==> src/rtl/in_service_8259a.sv <==
// ---------------------------------------------------------------------------
// in_service_8259a
//   In-Service Register (ISR) of an 8259A-compatible interrupt controller.
//   Latches the level granted by the priority resolver, clears levels on
//   end-of-interrupt, and reports the highest-priority level still in service.
//
// Ports
//   clock                    in   1  system clock, rising-edge active
//   reset                    in   1  synchronous, active-high reset
//   priority_rotate          in   3  lowest-priority level (7 -> IR0 highest)
//   interrupt_special_mask   in   8  special-mask bits, ignored for highest level
//   interrupt                in   8  granted request from the priority resolver
//   latch_in_service         in   1  strobe: OR interrupt into the ISR
//   end_of_interrupt         in   8  mask of ISR levels to clear
//   in_service_register      out  8  current ISR contents
//   highest_level_in_service out  8  one-hot highest in-service level, or 0
// ---------------------------------------------------------------------------
module in_service_8259a (
  input  logic       clock,
  input  logic       reset,
  input  logic [2:0] priority_rotate,
  input  logic [7:0] interrupt_special_mask,
  input  logic [7:0] interrupt,
  input  logic       latch_in_service,
  input  logic [7:0] end_of_interrupt,
  output logic [7:0] in_service_register,
  output logic [7:0] highest_level_in_service
);

  function automatic logic [7:0] rotate_right(input logic [7:0] value,
                                              input logic [2:0] amount);
    logic [15:0] doubled;
    doubled      = {value, value} >> amount;
    rotate_right = doubled[7:0];
  endfunction

  function automatic logic [7:0] rotate_left(input logic [7:0] value,
                                             input logic [2:0] amount);
    logic [15:0] doubled;
    doubled     = {value, value} << amount;
    rotate_left = doubled[15:8];
  endfunction

  logic [2:0] rotate_amount;
  logic [7:0] masked_isr;
  logic [7:0] rotated_isr;
  logic [7:0] lowest_rotated;
  logic [7:0] next_highest;
  logic [7:0] next_isr;

  // Rotating the highest-priority level down to bit 0 turns the priority
  // search into a plain "lowest set bit" isolation; rotate back afterwards.
  always_comb begin
    rotate_amount  = priority_rotate + 3'd1;
    masked_isr     = in_service_register & ~interrupt_special_mask;
    rotated_isr    = rotate_right(masked_isr, rotate_amount);
    lowest_rotated = rotated_isr & (~rotated_isr + 8'd1);
    next_highest   = rotate_left(lowest_rotated, rotate_amount);
  end

  // Clear before set, so a level latched and cleared together stays set.
  always_comb begin
    next_isr = in_service_register & ~end_of_interrupt;
    if (latch_in_service)
      next_isr = next_isr | interrupt;
  end

  always_ff @(posedge clock) begin
    if (reset) begin
      in_service_register      <= '0;
      highest_level_in_service <= '0;
    end else begin
      in_service_register      <= next_isr;
      highest_level_in_service <= next_highest;
    end
  end

endmodule

==> config.mk <==
export PLATFORM = sky130hd
export DESIGN_NAME = in_service_8259a
export DESIGN_NICKNAME = d
export VERILOG_FILES = /design/src/rtl/in_service_8259a.sv
export SDC_FILE = /design/constraint.sdc
export NUM_CORES = 1
export LEC_CHECK = 0
export CORE_MARGIN = 2
export CORE_UTILIZATION = 48
export CTS_CLUSTER_SIZE = 10
export DETAILED_ROUTE_END_ITERATION = 7
export GPL_TIMING_DRIVEN = 0
export PLACE_DENSITY = 0.85
export SYNTH_ARGS = -nofsm -noshare
export SYNTH_HDL_FRONTEND = slang
export SYNTH_SLANG_ARGS = --single-unit
==> constraint.sdc <==
create_clock -name clock -period 5.94 [get_ports clock]
set_input_delay 0.891 -clock clock [delete_from_list [all_inputs] [get_ports clock]]
set_output_delay 0.891 -clock clock [all_outputs]
set_load 0.03 [all_outputs]
### Word level (Yosys, flattened, before mapping)

Cells that the tools add are included.

| word-level totals | value |
|---|---|
| bits in registers | 16 |
| input port bits | 30 |
| output and inout bits | 16 |
| logic and storage cells | 14 |

| operators by class | value |
|---|---|
| add/subtract/negate cells | 2 |
| shift-type cells | 2 |
| mux-type cells | 1 |
| bitwise gates (word level) | 7 |

Operators with widths:

| cell | number |
|---|---|
| 8-bit AND | 3 |
| 8-bit inverter | 3 |
| 16-bit by 3-bit left shift with 16-bit output | 1 |
| 16-bit by 3-bit right shift with 8-bit output | 1 |
| 8-bit by 1-bit adder with 8-bit output, second input constant | 1 |
| 8-bit two-way mux | 1 |
| 8-bit OR | 1 |
| 3-bit by 1-bit adder with 3-bit output, second input constant | 1 |

### Depth between registers and ports, before layout

| logic depth | value |
|---|---|
| depth after elaboration | 7 |
| gate-level depth with buffers | 9 |
| gate-level depth less buffers | 8 |

### Worst setup path before layout

No wires, ideal clock.

| timing path | value |
|---|---|
| path kind | input -> register |
| start point | in priority_rotate[0] |
| end point | reg highest_level_in_service[4] |
| setup time | 0.059 ns |
| arrival time | 3.345 ns |
| slack | 2.536 ns |
| cell stages on the path | 8 |
| cell sequence | ha_1 > xnor2_1 > mux4_2 > mux2_4 > a211o_1 > nor4_1 > a2bb2oi_1 > a22o_1 |

| on the way | value |
|---|---|
| longest elaborated chain between the ends | 6 |

Ends and longest elaborated chain:

| what | line | text |
|---|---|---|
| from (decl) | 21 | `input logic [2:0] priority_rotate,` |
| 3-bit by 1-bit adder with 3-bit output (*) | 54 | `rotate_amount = priority_rotate + 3'd1;` |
| 16-bit by 3-bit right shift with 8-bit output | 33 | `doubled = {value, value} >> amount;` |
| 8-bit inverter | 57 | `lowest_rotated = rotated_isr & (~rotated_isr + 8'd1);` |
| 8-bit by 1-bit adder with 8-bit output | 57 |  |
| 8-bit AND | 57 |  |
| 16-bit by 3-bit left shift with 16-bit output (*) | 40 | `doubled = {value, value} << amount;` |
| to (signal assigned) | 74 | `highest_level_in_service <= next_highest;` |
| to (decl) | 27 | `output logic [7:0] highest_level_in_service` |

Mark *: on every way between the ends. The rest lies on a longest branch, timed or not.
A chain may end at the register's enable or synchronous reset.

### Final worst setup path

| timing path | value |
|---|---|
| start point | in priority_rotate[0] |
| end point | reg highest_level_in_service[6] |

The elaborated chain is that of the path after synthesis.

==> results.json <==
{
  "die_area_um2": 3060,
  "maxCapViolCount": 0,
  "cp_slowest_stage_delay_ns": 0.63,
  "nets": 224,
  "slew_violations": 0,
  "synth_fp_nets": 175,
  "r2r_slack_ns": 3.33,
  "status": "finished clean",
  "crit_required_ns": 6.14,
  "finalSetupViolCount": 0,
  "cts.sinks": 16,
  "setup_tns_ns": 0,
  "synth_area_leader_cell": "dfxtp_1",
  "path_depth": 9,
  "drc_errors": 0,
  "crit_arrival_ns": 4.28,
  "drt_wl_total_mm": 3.52,
  "die_x_um": 55.3,
  "grt-ovfl-total": 0,
  "io_pins": 46,
  "cts_buffer_depth": 2,
  "synth.avg_cell_area_um2": 8.78,
  "drt_iter0_markers": 40,
  "postCtsHoldBufs": 0,
  "stdcell_area_um2": 1780,
  "synth_common_cells": "19 x nand2_1, 16 x dfxtp_1, 14 x nand2b_1",
  "period_share": 0.687,
  "cts_buffers": 3,
  "core_um2": 2480,
  "synth_warnings": 0,
  "timing.rr.start": "in_service_register[3]$_SDFF_PP0_",
  "cts_setup_buffers": 0,
  "placement_rows": 18,
  "cp_top_family": "multiplexers",
  "critical_path_class": "in -> reg",
  "crit_path_top_delay_cell": "mux4_2",
  "slew_headroom": 0.502,
  "synth_most_common_cell": "nand2_1",
  "synthFlopType": "dfxtp_1",
  "power_mw": 0.316,
  "vias": 1319,
  "leakage_nw": 0.643,
  "worst_path_most_repeated_cell": "mux2_2",
  "start_util": 0.510,
  "synthArstFlopShare": 0,
  "rsz0062_at_grt": "no",
  "endpoint": "highest_level_in_service[6]$_SDFF_PP0_",
  "grt_pass1_vias": 1364,
  "root_buffer": "clkbuf_4",
  "post_drt_via_cell_ratio": 5.94,
  "synth_seq_cells": 16,
  "grt_antenna_before_repair": 0,
  "worst_pin_slew_ns": 0.742,
  "drtAntennaViolNets": 0,
  "cp-start-kind": "input pin",
  "synth_cells": 144,
  "yosysTopAreaCellShare": 0.253,
  "hp-class": "reg -> reg",
  "routabilityCongestion": 0.879,
  "ir_drop_mv": 0.168,
  "drtPass1Iterations": 4,
  "grt_max_degree": 11,
  "finalHoldViolations": 0,
  "endpoint_kind": "flip-flop",
  "worstPathCellList": "clkdlybuf4s50_1 > ha_1 > xor2_1 > mux4_2 > mux2_2 > a2111oi_4 > o21ai_0 > mux2_2 > o22ai_1",
  "grt_usage": 0.243,
  "synth_area_leaders": "dfxtp_1 25%, mux4_2 16%, nand2b_1 6.9%",
  "synth_edf_count": 0,
  "cp_max_fo": 6,
  "syn_area_um2": 1260,
  "cts_resized": 0,
  "fin_crit_ns": 4.08,
  "layout-drive-gt1-share": 0.104,
  "path_clk_slew_ns": 0.10,
  "area_delta_synth_final_pct": 40.7,
  "rr_endpoint": "highest_level_in_service[6]$_SDFF_PP0_",
  "worst-path-buf-inv": 1,
  "grt_pass1_wl_mm": 5.95,
  "rr_worst_depth": 7,
  "yosysSeqAreaShare": 0.253,
  "wl_per_cell_um": 15.9,
  "max_freq_mhz": 245,
  "diodes": 0,
  "dp_hpwl_mm": 2.90,
  "io_buffers": 44,
  "fin_skew_ns": 0.00967,
  "powerDensity_nw_per_um2": 178,
  "hold_path_depth": 2,
  "clkLatencyLatePin_ns": 0.29,
  "ys_types": 37,
  "cts_tree": "done",
  "cts_htree_levels": 1,
  "crit_start": "priority_rotate[0]",
  "die_h_um": 55.3,
  "dpl_cell_area_um2": 1740
}
## through the flow
step | setup WS [ns] | cells | hold WS [ns] | util
after floorplan | 2.54 | 144 | 0.604 | -
after detailed placement | 1.63 | 218 | 0.478 | 0.703
final | 1.86 | 222 | 0.489 | 0.718
after global placement | 1.69 | 218 | 0.469 | 0.703
after global routing | 1.77 | 222 | 0.519 | 0.718
after CTS | 1.93 | 222 | 0.491 | 0.718
## power by group
group	switching [mW]	total, mW	internal, mW
logic	0.0653	0.126	0.0605
registers	0.00355	0.117	0.114
clock network	0.0351	0.0725	0.0373
## routing by layer
layer | share of wire | track usage | up-vias
met5 | 0 | 0 | -
met4 | 0.024 | 0.0976 | 0
met3 | 0.064 | 0.0585 | 10
met2 | 0.52 | 0.449 | 59
met1 | 0.39 | 0.263 | 616
li1 | - | - | 634
## worst min path at each step
stage                                           start                                end
finish              in_service_register[2]$_SDFF_PP0_  in_service_register[2]$_SDFF_PP0_
CTS                 in_service_register[2]$_SDFF_PP0_  in_service_register[2]$_SDFF_PP0_
global placement    in_service_register[2]$_SDFF_PP0_  in_service_register[2]$_SDFF_PP0_
global route        in_service_register[2]$_SDFF_PP0_  in_service_register[2]$_SDFF_PP0_
detailed placement  in_service_register[2]$_SDFF_PP0_  in_service_register[2]$_SDFF_PP0_
floorplan           in_service_register[1]$_SDFF_PP0_  in_service_register[1]$_SDFF_PP0_
## logic make-up (layout without fill, tap and decap cells)
group / Yosys count / after routing / share of synthesized area
AO/OA/AOI/OAI: 36 / 36 / 0.200
AND/OR/NAND/NOR: 61 / 61 / 0.249
XOR/XNOR: 2 / 2 / 0.0139
flip-flops: 16 / 16 / 0.253
buffers and inverters: 9 / 57 / 0.0267
multiplexers: 19 / 19 / 0.248
adder cells (fa/ha/maj): 1 / 1 / 0.00990
## worst min-delay path: stages, from the launching register on
cell	delay, ns
dfxtp_1	0.33
nand2b_1	0.07
a21oi_1	0.06
## layout by cell type, fill, tap and decap left out, drive strengths merged
cell | netlist | routed
o22ai | 5 | 5
clkdlybuf4s50 | 0 | 44
dfxtp | 16 | 16
and2 | 2 | 2
mux2 | 5 | 5
ha | 1 | 1
xnor2 | 1 | 1
mux4 | 9 | 9
clkbuf | 7 | 11
nor2 | 5 | 5
a211o | 1 | 1
or3 | 1 | 1
a21boi | 1 | 1
nor3 | 2 | 2
a22o | 2 | 2
o211ai | 1 | 1
o32a | 1 | 1
nor4 | 2 | 2
o21ai | 6 | 6
nand2 | 19 | 19
inv | 2 | 2
nand2b | 14 | 14
nand4 | 1 | 1
a21o | 1 | 1
and3 | 1 | 1
a2111oi | 1 | 1
xor2 | 1 | 1
o21a | 1 | 1
o2bb2ai | 1 | 1
nor3b | 1 | 1
a21oi | 12 | 12
nand3 | 5 | 5
a32o | 2 | 2
nor2b | 8 | 8
a2bb2oi | 1 | 1
mux2i | 5 | 5
## registers in the layout (all words and copies together), names as in the netlist
| name | flops |
|---|---|
| highest_level_in_service | 8 |
| in_service_register | 8 |
## layout make-up
cell class                 count  area [um2]
tap                           30        37.5
sequential                    16         320
clock buffer                   4        36.3
inverter                       2        7.51
fill                         205         699
timing repair buffer          44         440
buffer                         7        26.3
multi-input combinational    119         910
No activity file was read; power rests on OpenSTA's default activity.
